File: src/rtl/cpu_pkg.sv
// cpu_pkg: shared core widths, default reset vector and fetch-stage types.
package cpu_pkg;
   localparam int XLEN = 32;
   localparam int ILEN = 32;
   localparam logic [XLEN-1:0] DEFAULT_RESET_PC = 32'h0001_0000;
   typedef enum logic [1:0] {IDLE, REQ, WAIT, DROP} fetch_state_t;
   typedef struct packed {
      logic [XLEN-1:0] pc;
      logic [ILEN-1:0] instr;
   } fetch_entry_t;
endpackage

File: src/rtl/sync_fifo.sv
// sync_fifo: DEPTH x W queue with clear, count, registered head and same-cycle push/pop.
module sync_fifo #(
   parameter int DEPTH = 4,
   parameter int W = 64
) (
   input  logic                     clk,
   input  logic                     rst,
   input  logic                     clear,
   input  logic                     push,
   input  logic [W-1:0]             din,
   input  logic                     pop,
   output logic [W-1:0]             dout,
   output logic                     valid,
   output logic [$clog2(DEPTH):0]   count
);
   localparam int AW = $clog2(DEPTH);
   localparam int CW = AW + 1;
   logic [W-1:0] mem [DEPTH];
   logic [AW-1:0] rd_ptr, wr_ptr;
   logic pop_ok;
   assign valid = count != '0;
   assign pop_ok = pop && valid;
   assign dout = mem[rd_ptr];
   // storage, pointers and occupancy; a full-queue push+pop reuses the slot just popped
   always_ff @(posedge clk or posedge rst)
      if (rst) begin
         for (int i = 0; i < DEPTH; i++) mem[i] <= '0;
         rd_ptr <= '0;
         wr_ptr <= '0;
         count <= '0;
      end else if (clear) begin
         rd_ptr <= '0;
         wr_ptr <= '0;
         count <= '0;
      end else begin
         if (push) mem[wr_ptr] <= din;
         if (push) wr_ptr <= wr_ptr + 1'b1;
         if (pop_ok) rd_ptr <= rd_ptr + 1'b1;
         count <= count + CW'(push) - CW'(pop_ok);
      end
endmodule

File: src/rtl/fetch_prefetch_queue.sv
// fetch_prefetch_queue: sequential instruction prefetch into a DEPTH-entry queue with redirect flush.
// Define PFQ_PERF_EN to add the saturating flush_cnt / stall_cnt counters.
module fetch_prefetch_queue
   import cpu_pkg::*;
#(
   parameter int              DEPTH    = 4,
   parameter logic [XLEN-1:0] RESET_PC = DEFAULT_RESET_PC
) (
   input  logic            clk,
   input  logic            rst,
   output logic            mem_req,
   output logic [XLEN-1:0] mem_addr,
   input  logic            mem_gnt,
   input  logic            mem_rvalid,
   input  logic [ILEN-1:0] mem_rdata,
   output logic            out_valid,
   input  logic            out_ready,
   output logic [ILEN-1:0] out_instr,
   output logic [XLEN-1:0] out_pc,
   input  logic            redirect,
   input  logic [XLEN-1:0] redirect_pc
`ifdef PFQ_PERF_EN
   ,
   output logic [15:0]     flush_cnt,
   output logic [31:0]     stall_cnt
`endif
);
   localparam int CW = $clog2(DEPTH) + 1;
   fetch_state_t state_q, state_d;
   logic [XLEN-1:0] fetch_pc_q, fetch_pc_d, req_pc_q;
   logic [CW-1:0] count, count_after;
   logic push, pop, slot_free;
   fetch_entry_t entry, head;
   assign mem_addr = fetch_pc_q;
   assign entry = '{pc: req_pc_q, instr: mem_rdata};
   assign out_pc = head.pc;
   assign out_instr = head.instr;
   // state, fetch pointer, address of the granted request and registered mem_req
   always_ff @(posedge clk or posedge rst)
      if (rst) begin
         state_q <= IDLE;
         fetch_pc_q <= RESET_PC;
         req_pc_q <= RESET_PC;
         mem_req <= 1'b0;
      end else begin
         state_q <= state_d;
         fetch_pc_q <= fetch_pc_d;
         if (state_q == REQ && mem_gnt) req_pc_q <= fetch_pc_q;
         mem_req <= state_d == REQ;
      end
   // next state; a redirect with a granted-but-unanswered request must drop the stale response
   always_comb begin
      state_d = state_q;
      case (state_q)
         IDLE: state_d = (redirect || slot_free) ? REQ : IDLE;
         REQ:  state_d = mem_gnt ? (redirect ? DROP : WAIT) : REQ;
         WAIT: state_d = mem_rvalid ? ((redirect || slot_free) ? REQ : IDLE) : (redirect ? DROP : WAIT);
         DROP: state_d = mem_rvalid ? REQ : DROP;
         default: state_d = IDLE;
      endcase
   end
   // queue controls, slot reservation and next fetch address; redirect masks push and pop
   always_comb begin
      push = state_q == WAIT && mem_rvalid && !redirect;
      pop = out_valid && out_ready && !redirect;
      count_after = count + CW'(push) - CW'(pop);
      slot_free = count_after < CW'(DEPTH);
      fetch_pc_d = redirect ? {redirect_pc[XLEN-1:2], 2'b00} :
                   (state_q == REQ && mem_gnt) ? fetch_pc_q + XLEN'(4) : fetch_pc_q;
   end
   sync_fifo #(.DEPTH(DEPTH), .W(XLEN + ILEN)) u_fifo (
      .clk   (clk),
      .rst   (rst),
      .clear (redirect),
      .push  (push),
      .din   (entry),
      .pop   (pop),
      .dout  (head),
      .valid (out_valid),
      .count (count)
   );
`ifdef PFQ_PERF_EN
   // saturating redirect and consumer-starvation counters
   always_ff @(posedge clk or posedge rst)
      if (rst) begin
         flush_cnt <= '0;
         stall_cnt <= '0;
      end else begin
         if (redirect && !(&flush_cnt)) flush_cnt <= flush_cnt + 16'd1;
         if (out_ready && !out_valid && !(&stall_cnt)) stall_cnt <= stall_cnt + 32'd1;
      end
`endif
endmodule

File: config.mk
export PLATFORM = sky130hd
export DESIGN_NAME = fetch_prefetch_queue
export DESIGN_NICKNAME = d
export VERILOG_FILES = /design/src/rtl/cpu_pkg.sv /design/src/rtl/sync_fifo.sv /design/src/rtl/fetch_prefetch_queue.sv
export SDC_FILE = /design/constraint.sdc
export NUM_CORES = 1
export LEC_CHECK = 0
export ABC_AREA = 1
export ABC_CLOCK_PERIOD_IN_PS = 12400
export CORE_MARGIN = 1.5
export CORE_UTILIZATION = 56
export CTS_CLUSTER_SIZE = 24
export DETAILED_ROUTE_END_ITERATION = 12
export PLACE_DENSITY_LB_ADDON = 0.05
export SYNTH_ARGS = -nofsm -noshare
export SYNTH_HDL_FRONTEND = slang
export SYNTH_SLANG_ARGS = --single-unit
File: constraint.sdc
create_clock -name clk -period 12.4 [get_ports clk]
set_input_delay 2.48 -clock clk [delete_from_list [all_inputs] [get_ports clk]]
set_output_delay 2.48 -clock clk [all_outputs]
set_load 0.01 [all_outputs]
==> flow_summary.toml <==
[status]
status = "complete, no violations"

[timing]
fmax_mhz = 161
drv_slew = 0
relSlewSlack_pct = 27.8
fin_crit_ns = 6.20
rsz0062_at_grt = "no"
clock_skew_ns = 0.0185
setup_ws_ns = 6.20
final-setup-viol-count = 0
worstMarginPinSlew_ns = 1.08
finalHoldViolations = 0
setup_tns_ns = 0
fin_crit_sh_pct = 50.0

[route]
drt-initial-drc-count = 1050
ant_nets = 0
route.detailed.drc = 0
wl_mm = 35.3
vias_per_cell = 5.54
first_pass_iters = 5
dr_total_vias = 12122
wl_per_cell_um = 16.1

[synth]
synth_top_area_share_pct = 55.1
ys_ff_latch = 318
synth_seq_area_share_pct = 55.5
yosysTopAreaCell = "dfrtp_1"
synth_flop_cell = "dfrtp_1"
synth_cells = 1731
yosysMostFrequentCell = "nand2_1"
synth_common_cells = "nand2_1, o21ai_0, dfrtp_1, nor2_1, inv_1"
synth.distinct_cells = 33
synthesis.area_um2 = 14400
async_flop_share_pct = 100
synthTopCellsByArea = "dfrtp_1, o21ai_0, nand2_1"
synth-edff-count = 0
syn_avg_cell_area_um2 = 8.29
yosys_warnings = 0

[die]
initial_core_util_pct = 57.0
placementRows = 58
die_y_um = 163
ios = 168
die_w_um = 163
die_area_um2 = 26600
core_area_um2 = 25200

[power]
ir_worst_vdd_mv = 0.115
power_density_nw_per_um2 = 194
power_leakage_nw = 8.04

[setup_path]
cp_max_fo = 84
worstPathArrival_ns = 3.72
critPathLaunchType = "flop"
reg2reg_slack_ns = 9.87
r2r_end = "mem_addr[15]"
cp_cell_sequence = "clkinv_2, buf_4, o21ai_0, o22ai_1, clkdlybuf4s50_1"
cp.required_ns = 9.92
crit_type = "flop to primary output"
rr_startpoint = "state_q[0]"
critPathMaxStageDelay_ns = 0.91
cp-end-kind = "primary output"
slowest_stage = "dfrtp_4"
ff2ff_path_depth = 9

[hold_path]
hold_class = "flop to flop"
whs_path_depth = 2
worstHoldStart = "u_fifo.mem[163]"
holdPathEnd = "u_fifo.mem[163]"

[global_route]
grt_antenna_before_repair = 0
grtUsageTotal_pct = 27.1
grt_pass1_wl_mm = 57.9
grt_start_max_net_pins = 188
grt_pass1_vias = 11604
grt_overflow = 0

[place]
dp_slack_ns = 6.71
place_hpwl_mm = 20.6
gp_congestion = 0.926
numPortBuffers = 161

[layout]
final_nets = 1913
synthToLayoutAreaGrowth_pct = 19.8
drive_gt1_share_pct = 4.57
n_antenna_cell = 0

[clock_network]
cts_max_level = 2
numCtsBuffers = 35
cts_tree = "built"
clock_path_buffers = 3
cts_root_buf = "clkbuf_16"
clk_pin_slew_ns = 0.06
ctsHoldBuffers = 0
clock_latency_ns = 0.51
cts_setup_buffers = 0
cts_resized = 0
cts_sinks = 318

[run]
cap_violations = 0
worst max path at each step:
stage                                 from            to  cells after the start
after floorplan                        rst  mem_addr[10]                      1
after global placement    u_fifo.rd_ptr[0]    out_pc[28]                      5
after detailed placement  u_fifo.rd_ptr[0]    out_pc[28]                      5
after CTS                 u_fifo.rd_ptr[0]    out_pc[28]                      5
after global routing      u_fifo.rd_ptr[0]    out_pc[10]                      5
final                     u_fifo.rd_ptr[0]    out_pc[10]                      5
kinds of logic after synthesis:
family          synth area share [%]
compound gates                  18.4
xor+xnor                       0.854
fa+ha+maj                      0.785
buf+inv                         6.96
flops                           55.5
other cells                   0.0261
simple gates                    17.5
metrics by stage:
stage	power, mW	utilization (%)	area, um2	hold WS [ns]	instances
global route	3.53	68.3	17200	0.493	2189
global placement	2.31	63.7	16000	0.461	2127
finish	3.34	68.3	17200	0.476	2189
floorplan	1.87	-	14400	0.448	1734
CTS	3.36	68.3	17200	0.482	2189
detailed placement	2.33	63.7	16000	0.468	2127
worst max-delay path: cells and delay by family, from the launching register on:
family                 cells  cell delay [ns]
AO/OA/AOI/OAI              2             0.45
flip-flops                 1             0.91
buffers and inverters      3             1.83
sequential cells by signal, indices dropped and copies added (netlist names):
| register | flops |
|---|---|
| mem_req | 1 |
| mem_addr | 30 |
| u_fifo.wr_ptr | 2 |
| req_pc_q | 30 |
| u_fifo.mem | 248 |
| state_q | 2 |
| u_fifo.rd_ptr | 2 |
| u_fifo.count | 3 |
power breakdown:
group	internal, mW	switching, mW
Clock	0.622	0.404
Combinational	0.439	0.509
Sequential	1.23	0.129
routing by layer:
metal | share of wire (%) | routed length, um | GRT usage (%)
met5 | 0 | 0 | 0
met4 | 2.5 | 874 | 8.38
met3 | 6.5 | 2280 | 3.83
met2 | 47 | 16500 | 44.1
met1 | 44 | 15700 | 37.9
final cells by class:
type	count	area [um2]
fillers	2069	7990
repair buffers	173	1710
well taps	330	413
clock inverters	7	72.6
flip-flops and latches	318	7970
inverters	136	519
multi-input cells	1170	5420
clock buffers	55	1080
cells in the final DEF, fill, tap and decap left out, drive strengths merged, types with 14 or more instances in the layout:
| master | instances |
|---|---|
| inv | 134 |
| nand2 | 429 |
| o21ai | 422 |
| dfrtp | 316 |
| xor2 | 14 |
| nor2 | 158 |
| o22ai | 62 |
| nand3 | 22 |
| clkbuf | 55 |
| nor3 | 21 |
| clkdlybuf4s50 | 161 |
Power figures use the tool's default switching activity.
